===== src/rtl/alu_arbiter_if.sv =====
// Request, shared-ALU and response signals of the two-requester ALU arbiter.
// The slave modport is the arbiter's view; master is the surrounding environment.
interface alu_arbiter_if #(
    parameter int reglength = 4
);
    logic                 req0_valid;
    logic                 req1_valid;
    logic                 req0_ready;
    logic                 req1_ready;
    logic [2:0]           req0_op;
    logic [2:0]           req1_op;
    logic [reglength-1:0] req0_a;
    logic [reglength-1:0] req0_b;
    logic [reglength-1:0] req1_a;
    logic [reglength-1:0] req1_b;
    logic                 req0_s;
    logic                 req1_s;

    logic [2:0]           alu_control;
    logic [reglength-1:0] alu_srca;
    logic [reglength-1:0] alu_srcb;
    logic [reglength-1:0] alu_result;
    logic                 alu_n;
    logic                 alu_z;
    logic                 alu_co;
    logic                 alu_ovf;

    logic                 rsp_valid;
    logic                 rsp_ready;
    logic                 rsp_id;
    logic [reglength-1:0] rsp_result;
    logic [3:0]           rsp_flags;
    logic [3:0]           flags;

    modport slave (
        input  req0_valid, req1_valid, req0_op, req1_op,
        input  req0_a, req0_b, req1_a, req1_b, req0_s, req1_s,
        output req0_ready, req1_ready,
        output alu_control, alu_srca, alu_srcb,
        input  alu_result, alu_n, alu_z, alu_co, alu_ovf,
        output rsp_valid, rsp_id, rsp_result, rsp_flags, flags,
        input  rsp_ready
    );

    modport master (
        output req0_valid, req1_valid, req0_op, req1_op,
        output req0_a, req0_b, req1_a, req1_b, req0_s, req1_s,
        input  req0_ready, req1_ready,
        input  alu_control, alu_srca, alu_srcb,
        output alu_result, alu_n, alu_z, alu_co, alu_ovf,
        input  rsp_valid, rsp_id, rsp_result, rsp_flags, flags,
        output rsp_ready
    );
endinterface


===== src/rtl/alu_arbiter.sv =====
// Round-robin arbiter sharing one combinational ALU between two requesters,
// with an NZCV flag register and a valid/ready response channel.
module alu_arbiter #(
    parameter int reglength = 4
) (
    input  logic           clk,
    input  logic           reset,
    alu_arbiter_if.slave   bus
);
    typedef enum logic [1:0] {IDLE, EXEC, RESP} state_t;

    state_t               state;
    logic                 last_grant;
    logic                 grant_id;
    logic                 any_valid;
    logic                 cur_id;
    logic                 s_q;
    logic [2:0]           op_q;
    logic [reglength-1:0] a_q;
    logic [reglength-1:0] b_q;
    logic                 rsp_valid_q;
    logic                 rsp_id_q;
    logic [reglength-1:0] rsp_result_q;
    logic [3:0]           rsp_flags_q;
    logic [3:0]           flags_q;
    logic                 arith;
    logic [3:0]           nzcv;

    always_comb begin
        any_valid = bus.req0_valid | bus.req1_valid;
        if (bus.req0_valid && bus.req1_valid)
            grant_id = ~last_grant;
        else
            grant_id = bus.req1_valid;
        // C and V only mean something for the adder ops; logic ops keep them.
        arith = (op_q <= 3'b010);
        nzcv  = {bus.alu_n, bus.alu_z,
                 arith ? bus.alu_co  : flags_q[1],
                 arith ? bus.alu_ovf : flags_q[0]};
    end

    assign bus.req0_ready  = (state == IDLE) && !reset && bus.req0_valid && !grant_id;
    assign bus.req1_ready  = (state == IDLE) && !reset && bus.req1_valid &&  grant_id;
    assign bus.alu_control = op_q;
    assign bus.alu_srca    = a_q;
    assign bus.alu_srcb    = b_q;
    assign bus.rsp_valid   = rsp_valid_q;
    assign bus.rsp_id      = rsp_id_q;
    assign bus.rsp_result  = rsp_result_q;
    assign bus.rsp_flags   = rsp_flags_q;
    assign bus.flags       = flags_q;

    always_ff @(posedge clk or posedge reset) begin
        if (reset) begin
            state        <= IDLE;
            last_grant   <= 1'b1;
            cur_id       <= 1'b0;
            s_q          <= 1'b0;
            op_q         <= '0;
            a_q          <= '0;
            b_q          <= '0;
            rsp_valid_q  <= 1'b0;
            rsp_id_q     <= 1'b0;
            rsp_result_q <= '0;
            rsp_flags_q  <= '0;
            flags_q      <= '0;
        end else begin
            case (state)
                IDLE: begin
                    if (any_valid) begin
                        op_q       <= grant_id ? bus.req1_op : bus.req0_op;
                        a_q        <= grant_id ? bus.req1_a  : bus.req0_a;
                        b_q        <= grant_id ? bus.req1_b  : bus.req0_b;
                        s_q        <= grant_id ? bus.req1_s  : bus.req0_s;
                        cur_id     <= grant_id;
                        last_grant <= grant_id;
                        state      <= EXEC;
                    end
                end
                EXEC: begin
                    rsp_result_q <= bus.alu_result;
                    rsp_flags_q  <= nzcv;
                    rsp_id_q     <= cur_id;
                    rsp_valid_q  <= 1'b1;
                    if (s_q)
                        flags_q <= nzcv;
                    state <= RESP;
                end
                RESP: begin
                    if (bus.rsp_ready) begin
                        rsp_valid_q <= 1'b0;
                        state       <= IDLE;
                    end
                end
                default: state <= IDLE;
            endcase
        end
    end
endmodule


===== src/flat_wrapper.sv =====
// flat-port wrapper written by rule: the top's interface ports become plain ports
module alu_arbiter_flat 
#(
    parameter int reglength = 4
)
  (clk, reset, bus_req0_valid, bus_req1_valid, bus_req0_op, bus_req1_op, bus_req0_a, bus_req0_b, bus_req1_a, bus_req1_b, bus_req0_s, bus_req1_s, bus_req0_ready, bus_req1_ready, bus_alu_control, bus_alu_srca, bus_alu_srcb, bus_alu_result, bus_alu_n, bus_alu_z, bus_alu_co, bus_alu_ovf, bus_rsp_valid, bus_rsp_id, bus_rsp_result, bus_rsp_flags, bus_flags, bus_rsp_ready);
  alu_arbiter_if #(.reglength(reglength)) bus_i ();
  input  logic clk;
  input  logic reset;
  input wire logic [$bits(bus_i.req0_valid)-1:0] bus_req0_valid;
  input wire logic [$bits(bus_i.req1_valid)-1:0] bus_req1_valid;
  input wire logic [$bits(bus_i.req0_op)-1:0] bus_req0_op;
  input wire logic [$bits(bus_i.req1_op)-1:0] bus_req1_op;
  input wire logic [$bits(bus_i.req0_a)-1:0] bus_req0_a;
  input wire logic [$bits(bus_i.req0_b)-1:0] bus_req0_b;
  input wire logic [$bits(bus_i.req1_a)-1:0] bus_req1_a;
  input wire logic [$bits(bus_i.req1_b)-1:0] bus_req1_b;
  input wire logic [$bits(bus_i.req0_s)-1:0] bus_req0_s;
  input wire logic [$bits(bus_i.req1_s)-1:0] bus_req1_s;
  output wire logic [$bits(bus_i.req0_ready)-1:0] bus_req0_ready;
  output wire logic [$bits(bus_i.req1_ready)-1:0] bus_req1_ready;
  output wire logic [$bits(bus_i.alu_control)-1:0] bus_alu_control;
  output wire logic [$bits(bus_i.alu_srca)-1:0] bus_alu_srca;
  output wire logic [$bits(bus_i.alu_srcb)-1:0] bus_alu_srcb;
  input wire logic [$bits(bus_i.alu_result)-1:0] bus_alu_result;
  input wire logic [$bits(bus_i.alu_n)-1:0] bus_alu_n;
  input wire logic [$bits(bus_i.alu_z)-1:0] bus_alu_z;
  input wire logic [$bits(bus_i.alu_co)-1:0] bus_alu_co;
  input wire logic [$bits(bus_i.alu_ovf)-1:0] bus_alu_ovf;
  output wire logic [$bits(bus_i.rsp_valid)-1:0] bus_rsp_valid;
  output wire logic [$bits(bus_i.rsp_id)-1:0] bus_rsp_id;
  output wire logic [$bits(bus_i.rsp_result)-1:0] bus_rsp_result;
  output wire logic [$bits(bus_i.rsp_flags)-1:0] bus_rsp_flags;
  output wire logic [$bits(bus_i.flags)-1:0] bus_flags;
  input wire logic [$bits(bus_i.rsp_ready)-1:0] bus_rsp_ready;
  assign bus_i.req0_valid = bus_req0_valid;
  assign bus_i.req1_valid = bus_req1_valid;
  assign bus_i.req0_op = bus_req0_op;
  assign bus_i.req1_op = bus_req1_op;
  assign bus_i.req0_a = bus_req0_a;
  assign bus_i.req0_b = bus_req0_b;
  assign bus_i.req1_a = bus_req1_a;
  assign bus_i.req1_b = bus_req1_b;
  assign bus_i.req0_s = bus_req0_s;
  assign bus_i.req1_s = bus_req1_s;
  assign bus_req0_ready = bus_i.req0_ready;
  assign bus_req1_ready = bus_i.req1_ready;
  assign bus_alu_control = bus_i.alu_control;
  assign bus_alu_srca = bus_i.alu_srca;
  assign bus_alu_srcb = bus_i.alu_srcb;
  assign bus_i.alu_result = bus_alu_result;
  assign bus_i.alu_n = bus_alu_n;
  assign bus_i.alu_z = bus_alu_z;
  assign bus_i.alu_co = bus_alu_co;
  assign bus_i.alu_ovf = bus_alu_ovf;
  assign bus_rsp_valid = bus_i.rsp_valid;
  assign bus_rsp_id = bus_i.rsp_id;
  assign bus_rsp_result = bus_i.rsp_result;
  assign bus_rsp_flags = bus_i.rsp_flags;
  assign bus_flags = bus_i.flags;
  assign bus_i.rsp_ready = bus_rsp_ready;
  alu_arbiter #(.reglength(reglength)) u_core (.clk(clk), .reset(reset), .bus(bus_i));
endmodule

===== config.mk =====
export PLATFORM = sky130hd
export DESIGN_NAME = alu_arbiter_flat
export DESIGN_NICKNAME = d
export VERILOG_FILES = /design/src/rtl/alu_arbiter_if.sv /design/src/rtl/alu_arbiter.sv /design/src/flat_wrapper.sv
export SDC_FILE = /design/constraint.sdc
export NUM_CORES = 1
export LEC_CHECK = 0
export BUFFER_PORTS_ARGS = -buffer_cell sky130_fd_sc_hd__buf_2
export CELL_PAD_IN_SITES_DETAIL_PLACEMENT = 0
export CELL_PAD_IN_SITES_GLOBAL_PLACEMENT = 1
export CORE_ASPECT_RATIO = 0.8
export CORE_MARGIN = 10
export CORE_UTILIZATION = 38
export DETAILED_ROUTE_END_ITERATION = 10
export PLACE_DENSITY_LB_ADDON = 0.15
export SETUP_SLACK_MARGIN = 0.02
export SYNTH_ARGS = -nofsm -noshare
export SYNTH_HDL_FRONTEND = slang
export SYNTH_SLANG_ARGS = --single-unit

===== constraint.sdc =====
create_clock -name clk -period 2.3 [get_ports clk]
set_input_delay 0.115 -clock clk [delete_from_list [all_inputs] [get_ports clk]]
set_output_delay 0.115 -clock clk [all_outputs]
set_load 0.02 [all_outputs]

* Yosys cells after proc, flatten, opt, wreduce, memory -nomap -nowiden *
Index checks and enable logic that the tools add are counted.

storage, ports and cells
  bits of input ports = 37
  word-level logic and storage cells = 45
  bits in registers = 30
  output and inout port bits = 27

operators by class
  magnitude comparators = 1
  reduce and logical (&&, ||, !) cells = 14
  muxes and demuxes = 12
  bitwise operators = 2
  eq/ne operators = 4

operators by type and width
  cell                                                             number
  two-way mux 4 bit                                                2
  AND reduction 2 bit                                              4
  logical AND 1 bit                                                6
  one-hot mux 2 bit (3 select lines)                               1
  two-way mux 1 bit                                                5
  two-way mux 2 bit                                                2
  less-or-equal comparator 3 x 2 -> 1 bit (second input constant)  1
  two-way mux 3 bit                                                1
  equality test 2 x 1 -> 1 bit (second input constant)             1
  equality test 2 bit (second input constant)                      1
  zero test 1 bit                                                  2
  zero test 2 bit                                                  1
  inequality test 2 x 1 -> 1 bit (second input constant)           1
  inequality test 2 bit (second input constant)                    1
  one-hot mux 1 bit (2 select lines)                               1
  nonzero test 2 bit                                               1
  inverter 1 bit                                                   1
  bitwise OR 1 bit                                                 1

* Longest topological paths before layout *
  word-level depth = 4
  gate-level depth with buffers = 5
  depth with buffers taken out = 3

* Least setup slack after synthesis *
OpenSTA, ideal clock, no wires.

  path type = register to register
  start point = register u_core.last_grant
  end point = register u_core.op_q[0] (netlist: u_core.bus.alu_control[0])
  required time = 2175 ps
  setup time = 125 ps
  stages on the path, launching flop included = 6
  clock period less this slack = 1516 ps
  setup slack = 784 ps
  buffers on the path = 2
  arrival = 1391 ps
  path through = dfstp_2 a21bo_1 buf_6 buf_12 mux2_4 mux2_4

between the ends
  word-level cells in the longest chain between the ends = 3

ends and longest elaborated chain
  item                      line               source
  start: declaration        alu_arbiter.sv:13  logic last_grant;
  start signal: assignment  alu_arbiter.sv:76  last_grant <= grant_id;
  inverter 1 bit            alu_arbiter.sv:32  grant_id = ~last_grant;
  two-way mux 1 bit         alu_arbiter.sv:31  if (bus.req0_valid && bus.req1_valid)
  two-way mux 3 bit         alu_arbiter.sv:71  op_q <= grant_id ? bus.req1_op : bus.req0_op;
  end signal: assignment    alu_arbiter.sv:71
  end: declaration          alu_arbiter.sv:18  logic [2:0] op_q;

No other way between the ends.
A chain may end at the register's enable or synchronous reset.

* Final worst setup path *
  start point = register u_core.last_grant
  end point = output port bus_req1_ready

between the ends
  word-level cells in the longest chain between the ends = 3

ends and longest elaborated chain
  item               line                source
  inverter 1 bit     alu_arbiter.sv:32
  two-way mux 1 bit  alu_arbiter.sv:31
  logical AND 1 bit  alu_arbiter.sv:43   assign bus.req1_ready = (state == IDLE) && !reset && bus.req1_valid && grant_id;
  end: declaration   flat_wrapper.sv:21  output wire logic [$bits(bus_i.req1_ready)-1:0] bus_req1_ready;

No other way between the ends.

==> impl_metrics.ini <==
[logic_synthesis]
synthCells = 96
async_flop_share_pct = 100
yosysWarnings = 0
synth_seq_area_share_pct = 53.7
synth_nets = 133
synth_edf_count = 0
avgSynthCellArea_um2 = 14.6
ys_types = 22
synthFlopType = dfrtp_1
ys_ff_latch = 30
synthesis.area_mm2 = 0.00140

[status]
status = finished, violations left
violations = hold timing

[placement]
pre_cts_slack_ns = 0.565
port_buffers = 63
hpwl_mm = 2.61
place.gp.congestion = 0.728

[clocking]
cts_hold_buf = 0
numCtsBuffers = 5
root_buffer = clkbuf_8
cts_buffer_depth = 2
cts_resized = 0
clk_latency_ns = 0.27
cts_tree = yes
post-cts-setup-buffer-count = 0
cts.sink_count = 30
h-tree-depth = 2
clkSlewWorstSetupHoldPaths_ns = 0.06

[global_routing]
grtUsageMet2_pct = 16.4
groute.usage.overall_pct = 10.1
grt_pass1_wl_mm = 5.06
grt_busiest_layer = met2
grt_remaining_overflow = 0
met1_usage_pct = 10.3
grt_pass1_vias = 1087
met3_usage_pct = 6.33
antenna_found_initial = 0
grt_max_degree = 21

[power]
p_int_mw = 1.67
p_sw_mw = 1.01
pwr-share-comb_pct = 47.6
power.leakage_nw = 0.954
switching_share_pct = 37.8
power_frac_clock_pct = 16.1
powerDensity_mw_per_mm2 = 1440
seq_power_share_pct = 36.3
vdd.ir_drop.worst_mv = 0.709

[finish]
fillers = 335
multi_input_area_um2 = 591
drive_gt1_share_pct = 68.5
antenna_cells = 0
nNetsFinal = 204
final_cell_mix = 63 x buf_2, 29 x dfrtp_1, 23 x mux2_2, 12 x mux2_4, 6 x clkbuf_8
area_growth_pct = 32.3
mostFrequentLayoutCell = buf_2
seq_area_um2 = 752

[floorplan]
die_area_mm2 = 0.00653
rows = 19
fp.dieH_um = 74.3
io_pins = 64
core_area_mm2 = 0.00349
dieWidth_um = 87.9
initial_utilization_pct = 40.1

[timing]
layout_setup_ws_ns = 0.483
tightestPinTransition_ns = 0.757
setup_violations = 0
period_minus_slack_ns = 1.82
final.setup_skew_ns = 0.00218
timing.fmax_mhz = 550
slew_headroom_pct = 49.5
rsz0062_at_grt = false
whs_ns = -0.0225
hold_viol = 18
tns_ns = 0
post-route-period-util_pct = 79.0
slew_viol_final = 0

[routing]
drtPass1Iterations = 3
wl_per_cell_um = 15.5
ant_nets = 0
viasPerCell = 4.74
vias = 995
drt-initial-drc-count = 14
routed_wl_mm = 3.26
drc = 0

[worst_hold_path]
hold_class = primary input to async pin

[setup_path]
cp_slowest_stage_delay_ns = 0.53
setup.worst_path.end_class = output port
slowest_stage = dfstp_2
cp.arrival_ns = 1.70
cp.required_ns = 2.18
crit_type = flip-flop to output port
cp_max_fo = 9
path_cells = a21bo_1 > buf_4 > and2b_2 > buf_2
start_kind = flip-flop

[run]
max_cap_viol_count = 0
critical path: cells and delay by family (launching register included):
kind	cells	cell delay (ns)
compound gates	1	0.27
buf+inv	2	0.41
flops	1	0.53
simple gates	1	0.23
cell type report:
cell class                      instances  share of cell area [%]
Sequential cell                        30                    40.6
Multi-Input combinational cell         58                    31.8
Inverter                                4                   0.810
Clock buffer                            7                    4.66
Clock inverter                          1                   0.270
Timing Repair Buffer                   68                    19.0
Tap cell                               42                    2.83
worst paths after layout:
check	start	end	slack (ns)	cells past startpoint
max in group asynchronous	reset	u_core.bus.rsp_id	1.69	3
setup / recovery	u_core.last_grant	bus_req1_ready	0.48	4
setup reg to reg	u_core.last_grant	u_core.bus.alu_srca[2]	0.57	4
hold reg to reg	u_core.last_grant	u_core.last_grant	0.47	2
min in group clk	bus_alu_result[1]	u_core.bus.rsp_result[1]	0.07	2
hold / removal	reset	u_core.bus.alu_srcb[2]	-0.02	2
through the flow:
| step | area, um^2 | power [mW] | instances | util, % |
|---|---|---|---|---|
| after floorplan | 1400 | 1.88 | 96 | - |
| after global placement | 1760 | 2.26 | 202 | 50.4 |
| after detailed placement | 1760 | 2.29 | 202 | 50.4 |
| after CTS | 1850 | 2.73 | 210 | 53.1 |
| after global routing | 1850 | 2.86 | 210 | 53.1 |
| final | 1850 | 2.68 | 210 | 53.1 |
routing by layer:
| layer | share of wire (%) | wire [um] |
|---|---|---|
| met1 | 40 | 1300 |
| met2 | 46 | 1510 |
| met3 | 13 | 411 |
| met4 | 1.1 | 36 |
| met5 | 0 | 0 |
state kept, by name, summed over array words and instances (netlist names):
signal / count
u_core.bus.rsp_result: 4
u_core.bus.alu_control: 3
u_core.bus.rsp_flags: 4
u_core.bus.alu_srca: 4
u_core.bus.flags: 4
u_core.state: 2
u_core.cur_id: 1
u_core.last_grant: 1
u_core.s_q: 1
u_core.bus.alu_srcb: 4
u_core.bus.rsp_id: 1
u_core.bus.rsp_valid: 1
Yosys cell counts (2+ instances only):
master | n | area share, %
mux2_4 | 12 | 13
inv_1 | 4 | 1.1
mux2i_1 | 4 | 2.9
a21oi_1 | 5 | 1.8
nor2_1 | 3 | 0.80
mux2_2 | 23 | 18
nand2_1 | 2 | 0.54
dfrtp_1 | 29 | 52
cells by family after synthesis:
logic type | after synthesis | share of synthesized area [%]
buffers and inverters | 8 | 4.20
muxes | 39 | 34.2
AOI/OAI and AO/OA | 6 | 2.50
and+or+nand+nor | 13 | 5.45
DFF | 30 | 53.7
power by group through the flow:
| stage | clock [mW] | combinational [mW] | sequential, mW |
|---|---|---|---|
| global placement | 0 | 1.29 | 0.970 |
| floorplan | 0 | 0.633 | 1.25 |
| global route | 0.467 | 1.38 | 1.02 |
| finish | 0.431 | 1.28 | 0.972 |
| detailed placement | 0 | 1.30 | 0.987 |
| CTS | 0.448 | 1.31 | 0.978 |
Note: power is estimated with default switching activity, not from simulation.
